===== config.mk =====
export PLATFORM = sky130hd
export DESIGN_NAME = add_reduction_tree
export DESIGN_NICKNAME = d
export VERILOG_FILES = /design/src/rtl/add_reduction_tree_pkg.sv /design/src/rtl/reduction_tree_stage.sv /design/src/rtl/add_reduction_tree.sv
export SDC_FILE = /design/constraint.sdc
export NUM_CORES = 2
export LEC_CHECK = 0
export ABC_AREA = 0
export CAP_MARGIN = 0
export CORE_MARGIN = 2
export CORE_UTILIZATION = 50
export DETAILED_ROUTE_END_ITERATION = 6
export PLACE_DENSITY = 0.77
export SETUP_SLACK_MARGIN = 0.15
export SLEW_MARGIN = 20
export SYNTH_ARGS = -nofsm -noshare
export SYNTH_HDL_FRONTEND = slang
export SYNTH_SLANG_ARGS = --single-unit
export TNS_END_PERCENT = 10

===== constraint.sdc =====
create_clock -name clock -period 4.7 [get_ports clock]
set_clock_uncertainty 0.2 [all_clocks]
set_input_delay 0.94 -clock clock [delete_from_list [all_inputs] [get_ports clock]]
set_output_delay 0.94 -clock clock [all_outputs]
set_load 0.02 [all_outputs]

===== src/rtl/add_reduction_tree_pkg.sv =====
// Shared definitions for the signed lane reduction tree: mode encodings,
// a constant log2 helper and the signed range check used by the output stage.
package add_reduction_tree_pkg;

    typedef enum logic [1:0] {
        MODE_SUM = 2'b00,
        MODE_MIN = 2'b01,
        MODE_MAX = 2'b10,
        MODE_ACC = 2'b11
    } mode_e;

    localparam int SAT_MAX_W = 128;

    typedef struct packed {
        logic                 ovf;
        logic [SAT_MAX_W-1:0] value;
    } sat_result_t;

    function automatic int clog2(input int n);
        int r;
        r = 0;
        for (int v = 1; v < n; v = v << 1) r++;
        return r;
    endfunction

    // Caller keeps the low out_width bits; without saturation they are the wrapped value.
    function automatic sat_result_t range_check(input logic signed [SAT_MAX_W-1:0] value,
                                                input int unsigned out_width,
                                                input logic saturate);
        logic signed [SAT_MAX_W-1:0] hi;
        logic signed [SAT_MAX_W-1:0] lo;
        sat_result_t res;
        hi = $signed((SAT_MAX_W'(1) << (out_width - 1)) - SAT_MAX_W'(1));
        lo = ~hi;
        res.ovf = (value > hi) || (value < lo);
        if (res.ovf && saturate) res.value = value[SAT_MAX_W-1] ? lo : hi;
        else                     res.value = value;
        return res;
    endfunction

endpackage


===== src/rtl/reduction_tree_stage.sv =====
// One registered tree level: pairs element 2j with 2j+1 by add, min or max,
// widening by one bit; valid, mode and acc_clear ride along with the data.
module reduction_tree_stage
    import add_reduction_tree_pkg::*;
#(
    parameter int N_IN = 8,
    parameter int EW   = 36
) (
    input  logic                         clock,
    input  logic                         reset_n,
    input  logic                         in_valid,
    input  logic [1:0]                   mode,
    input  logic                         acc_clear,
    input  logic [N_IN*EW-1:0]           data_in,
    output logic                         out_valid,
    output logic [1:0]                   out_mode,
    output logic                         out_acc_clear,
    output logic [(N_IN/2)*(EW+1)-1:0]   data_out
);

    localparam int N_OUT = N_IN / 2;

    logic [N_OUT*(EW+1)-1:0] data_next;
    logic signed [EW-1:0]    a;
    logic signed [EW-1:0]    b;

    // Min/max results are sign-extended so one datapath serves every mode.
    always_comb begin
        data_next = '0;
        a = '0;
        b = '0;
        for (int j = 0; j < N_OUT; j++) begin
            a = data_in[(2*j)*EW +: EW];
            b = data_in[(2*j+1)*EW +: EW];
            case (mode)
                MODE_MIN: data_next[j*(EW+1) +: EW+1] = (a < b) ? (EW+1)'(a) : (EW+1)'(b);
                MODE_MAX: data_next[j*(EW+1) +: EW+1] = (a > b) ? (EW+1)'(a) : (EW+1)'(b);
                default:  data_next[j*(EW+1) +: EW+1] = (EW+1)'(a) + (EW+1)'(b);
            endcase
        end
    end

    always_ff @(posedge clock or negedge reset_n) begin
        if (!reset_n) begin
            out_valid     <= 1'b0;
            out_mode      <= 2'b00;
            out_acc_clear <= 1'b0;
            data_out      <= '0;
        end else begin
            out_valid     <= in_valid;
            out_mode      <= mode;
            out_acc_clear <= acc_clear;
            data_out      <= data_next;
        end
    end

endmodule


===== src/rtl/add_reduction_tree.sv =====
// Pipelined signed reduction of ADDENDS lanes: input register, LEVELS tree
// stages, then an output stage with range check, saturation and accumulator.
module add_reduction_tree
    import add_reduction_tree_pkg::*;
#(
    parameter int WORD_WIDTH = 36,
    parameter int ADDENDS    = 8,
    parameter int SATURATE   = 1,
    parameter int ACC_EXTRA  = 8
) (
    input  logic                          clock,
    input  logic                          reset_n,
    input  logic                          in_valid,
    input  logic [1:0]                    mode,
    input  logic                          acc_clear,
    input  logic [ADDENDS*WORD_WIDTH-1:0] addends,
    output logic                          out_valid,
    output logic [WORD_WIDTH-1:0]         reduction,
    output logic                          overflow
);

    localparam int LEVELS = clog2(ADDENDS);
    localparam int SUM_W  = WORD_WIDTH + LEVELS;
    localparam int ACC_W  = SUM_W + ACC_EXTRA;

    logic                          in_valid_q;
    logic [1:0]                    mode_q;
    logic                          acc_clear_q;
    logic [ADDENDS*WORD_WIDTH-1:0] addends_q;

    always_ff @(posedge clock or negedge reset_n) begin
        if (!reset_n) begin
            in_valid_q  <= 1'b0;
            mode_q      <= 2'b00;
            acc_clear_q <= 1'b0;
            addends_q   <= '0;
        end else begin
            in_valid_q  <= in_valid;
            mode_q      <= mode;
            acc_clear_q <= acc_clear;
            addends_q   <= addends;
        end
    end

    for (genvar k = 0; k < LEVELS; k++) begin : g_level
        localparam int N_IN = ADDENDS >> k;
        localparam int EW   = WORD_WIDTH + k;
        logic                       v;
        logic [1:0]                 m;
        logic                       c;
        logic [(N_IN/2)*(EW+1)-1:0] d;
        if (k == 0) begin : g_first
            reduction_tree_stage #(.N_IN(N_IN), .EW(EW)) u_stage (
                .clock(clock), .reset_n(reset_n),
                .in_valid(in_valid_q), .mode(mode_q), .acc_clear(acc_clear_q), .data_in(addends_q),
                .out_valid(v), .out_mode(m), .out_acc_clear(c), .data_out(d)
            );
        end else begin : g_next
            reduction_tree_stage #(.N_IN(N_IN), .EW(EW)) u_stage (
                .clock(clock), .reset_n(reset_n),
                .in_valid(g_level[k-1].v), .mode(g_level[k-1].m),
                .acc_clear(g_level[k-1].c), .data_in(g_level[k-1].d),
                .out_valid(v), .out_mode(m), .out_acc_clear(c), .data_out(d)
            );
        end
    end

    logic                     tree_valid;
    logic [1:0]               tree_mode;
    logic                     tree_clr;
    logic signed [SUM_W-1:0]  tree_sum;
    logic signed [ACC_W-1:0]  acc;
    logic signed [ACC_W-1:0]  acc_next;
    sat_result_t              sum_chk;
    sat_result_t              acc_chk;
    logic [WORD_WIDTH-1:0]    red_next;
    logic                     ovf_next;
    logic                     unused_chk_bits;

    assign tree_valid = g_level[LEVELS-1].v;
    assign tree_mode  = g_level[LEVELS-1].m;
    assign tree_clr   = g_level[LEVELS-1].c;
    assign tree_sum   = g_level[LEVELS-1].d;

    // Only the low WORD_WIDTH bits of a checked value leave the block.
    assign unused_chk_bits = ^{sum_chk.value[SAT_MAX_W-1:WORD_WIDTH], acc_chk.value[SAT_MAX_W-1:WORD_WIDTH]};

    always_comb begin
        acc_next = (tree_clr ? ACC_W'(0) : acc) + ACC_W'(tree_sum);
        sum_chk  = range_check(SAT_MAX_W'(tree_sum), WORD_WIDTH, SATURATE != 0);
        acc_chk  = range_check(SAT_MAX_W'(acc_next), WORD_WIDTH, SATURATE != 0);
        red_next = tree_sum[WORD_WIDTH-1:0];
        ovf_next = 1'b0;
        case (tree_mode)
            MODE_SUM: begin
                red_next = sum_chk.value[WORD_WIDTH-1:0];
                ovf_next = sum_chk.ovf;
            end
            MODE_ACC: begin
                red_next = acc_chk.value[WORD_WIDTH-1:0];
                ovf_next = acc_chk.ovf;
            end
            default: ;
        endcase
    end

    always_ff @(posedge clock or negedge reset_n) begin
        if (!reset_n) begin
            out_valid <= 1'b0;
            reduction <= '0;
            overflow  <= 1'b0;
            acc       <= '0;
        end else if (tree_valid) begin
            out_valid <= 1'b1;
            reduction <= red_next;
            overflow  <= ovf_next;
            if (tree_mode == MODE_ACC) acc <= acc_next;
        end else begin
            out_valid <= 1'b0;
        end
    end

endmodule


==> metrics.csv <==
metric;value;unit
slowest_delay;0.49;ns
h-tree-depth;3;
vias;42740;
cp_max_fo;17;
rrSetupSlack;0.28;ns
seq_power_share;28.0;%
worstPathArrival;4.80;ns
slew_headroom;31.60;%
rr_startpoint;g_level[2].g_next.u_stage.out_acc_clear$_DFF_PN0_;
antenna_found_initial;10;
nets;6555;
core_area;96990;um2
finalWirelength;148400;um
synth_area_leaders;dfrtp_1, ha_1, a21oi_1;
finalHoldViolCount;0;
fp-row-count;114;
yosysMostFrequentCell;dfrtp_1;
r2r_cells;18;
pre_cts_ws;-0.1031;ns
clk_pin_slew;0.06;ns
finalPower;29.59;mW
synth_nets;6239;
ys_async_sr_fraction;100.0;%
cts_root_buf;clkbuf_16;
insertion_delay;0.67;ns
setup_viol_count_final;0;
cts_buffers;75;
critPathRequiredTime;5.07;ns
crit_path_frequent_cell;buf_4;
wl_met1;65250;um
cts_tree;yes;
critPathKind;reg -> reg;
finalNonFillerCells;7022;
finalCriticalPeriod;4.424;ns
drc;3;
ant_nets;0;
final_max_slew_viol_count;0;
outcome;finished with violations;
synth_area;49080;um2
internal_power;16.98;mW
yosysTopAreaCellShare;33.24;%
gp_congestion;0.9645;
finish.utilization;59.09;%
io_pins;332;
peakVddDrop;0.0004123;V
ys_seq_elements;652;
finalWorstSetupSlack;0.2758;ns
grt_remaining_overflow;0;
p_leak;25.66;nW
wire_per_inst;21.13;um
place_inst;6877;
synth_commonest_cells;dfrtp_1, ha_1, a21oi_1;
grt_max_degree;111;
cp-end-kind;flip-flop;
max_cap_viol_count;0;
die_w;317.3;um
route.met3.wl;9969;um
first_pass_iters;7;
syn_to_final_growth;16.76;%
grt_first_pass_wirelength;231300;um
met2_length;67930;um
die_area;100700;um2
fill_cells;8379;
ys_seq_area_share;33.24;%
postCtsHoldBufs;0;
via_per_inst;6.086;
p_switching;12.61;mW
comb_power_share;51.5;%
fmax;226.0;MHz
regToRegEndpoint;reduction[20]$_DFFE_PN0P_;
clockPowerShare;20.6;%
switching_share;42.62;%
power_density;516.3;nW/um2
die_y;317.3;um
place_hpwl;113400;um
synth_edf_count;0;
cts_buffer_depth;3;
gr-usage-all-layers;29.03;%
worst_slew_pin_slew;1.026;ns
synth.distinct_cells;103;
syn_avg_cell_area;9.139;um2
start_kind;flip-flop;
port_buffers;331;
grt_pass1_vias;41590;
clkSinkCount;652;
layout-drive-gt1-share;11.33;%
drtIter0Drc;4006;
synth_largest_area_cell;dfrtp_1;
slowest_stage;or4b_4;
ys.flop_type;dfrtp_1;
critical_path.cell_chain;buf_12, buf_6, nor2b_1, ha_1, and2_1, a221oi_4, a21oi_2, a2111oi_4, o31ai_1, buf_4, xnor2_4, or4b_4, buf_4, nor3_4, buf_4, clkbuf_16, o211ai_1, a31oi_1;
worstHoldPathType;in -> async;
yosysWarningCount;0;
start_util;50.61;%
synth_cells;5371;
rsz0062_at_grt;true;
violations;DRC;
fin_crit_sh;94.13;%
highest_layer;met5;
## layer usage
metal	track usage (%)	vias to the layer above
met4	10.93	10
met1	40.17	20740
met3	4.343	280
met2	45.98	1617
met5	0	-
li1	-	20100
## worst max-delay path, delay by kind of cell, from the launching register on
kind | cells | cell delay (ns)
buffers and inverters | 6 | 0.99
AND/OR/NAND/NOR | 4 | 1.02
XOR/XNOR | 1 | 0.15
flip-flops | 1 | 0.40
adder cells (fa/ha/maj) | 1 | 0.28
AO/OA/AOI/OAI | 6 | 1.29
## metrics by stage
step                      setup TNS (ns)  hold slack [ns]  area [um2]
after global routing                   0           0.1586       57310
after floorplan                        0           0.1312       49080
after CTS                              0           0.1553       57000
final                                  0           0.1142       57310
after global placement           -0.1200           0.1367       54410
after detailed placement         -0.1031           0.1401       54410
## how the worst max path moves through the flow
stage	to	from	cells past startpoint
final	reduction[20]$_DFFE_PN0P_	g_level[2].g_next.u_stage.out_acc_clear$_DFF_PN0_	18
after global routing	reduction[22]$_DFFE_PN0P_	g_level[2].g_next.u_stage.out_acc_clear$_DFF_PN0_	18
after CTS	reduction[22]$_DFFE_PN0P_	g_level[2].g_next.u_stage.out_acc_clear$_DFF_PN0_	18
after detailed placement	g_level[2].g_next.u_stage.data_out[1]$_DFF_PN0_	g_level[1].g_next.u_stage.data_out[75]$_DFF_PN0_	10
after global placement	g_level[2].g_next.u_stage.data_out[1]$_DFF_PN0_	g_level[1].g_next.u_stage.data_out[75]$_DFF_PN0_	10
after floorplan	reduction[31]$_DFFE_PN0P_	g_level[2].g_next.u_stage.out_acc_clear$_DFF_PN0_	15
## power groups by stage
stage	sequential [mW]	clock [mW]	combinational, mW
floorplan	7.73	0	10.4
global placement	8.29	0	14.5
detailed placement	8.32	0	14.7
CTS	8.24	6.20	14.8
global route	8.41	6.46	16.7
finish	8.28	6.08	15.2
## cells by family after synthesis
logic type | count (synthesis) | synth area share [%]
and+or+nand+nor | 1100 | 11.18
xor gates and xnor gates | 253 | 4.515
DFF | 652 | 33.24
muxes | 347 | 7.686
AOI/OAI and AO/OA | 1687 | 22.67
adders and majority gates | 574 | 14.75
buffers and inverters | 758 | 5.955
## sequential cells by signal, indices dropped and copies added (netlist names), 2 cells and up
signal and cells:
acc 47, addends_q 288, g_level.g_first.u_stage.data_out 148, g_level.g_first.u_stage.out_mode 2, g_level.g_next.u_stage.data_out 115, g_level.g_next.u_stage.out_acc_clear 2
g_level.g_next.u_stage.out_mode 4, g_level.g_next.u_stage.out_valid 2, mode_q 2, reduction 36
## cell type report
| cell class | instances | area (um2) | area share, % |
|---|---|---|---|
| timing repair buffer | 496 | 4786 | 8.351 |
| clock inverter | 43 | 518.0 | 0.9038 |
| antenna | 1 | 2.502 | 0.004366 |
| clock buffer | 92 | 2042 | 3.563 |
| inverter | 501 | 1881 | 3.281 |
| tap | 1276 | 1597 | 2.786 |
| multi-input combinational | 3961 | 30170 | 52.64 |
| sequential | 652 | 16320 | 28.47 |
## placed cells by master, fill, tap and decap left out, types with 78 or more instances in the layout
master / Yosys / routed
mux2_2: 225 / 225
a21oi_1: 557 / 547
o21bai_1: 91 / 91
buf_4: 2 / 145
inv_1: 498 / 497
o21ai_0: 289 / 289
a221oi_1: 197 / 196
mux2i_1: 108 / 108
clkdlybuf4s50_1: 0 / 330
nor3_1: 80 / 79
clkbuf_16: 0 / 78
nand3_1: 95 / 93
nor2b_1: 90 / 88
ha_1: 566 / 561
xnor2_1: 192 / 191
dfrtp_1: 652 / 652
nor2_1: 293 / 293
nand2_1: 228 / 224
## what timing repair did
| action | in CTS | in global routing |
|---|---|---|
| pin swaps | 0 | 13 |
| endpoints found under the setup margin | 31 | 66 |
| setup buffers | 0 | 7 |
| gates cloned | 0 | 2 |
| gates resized for setup | 5 | 38 |
No activity file was read; power rests on OpenSTA's default activity.
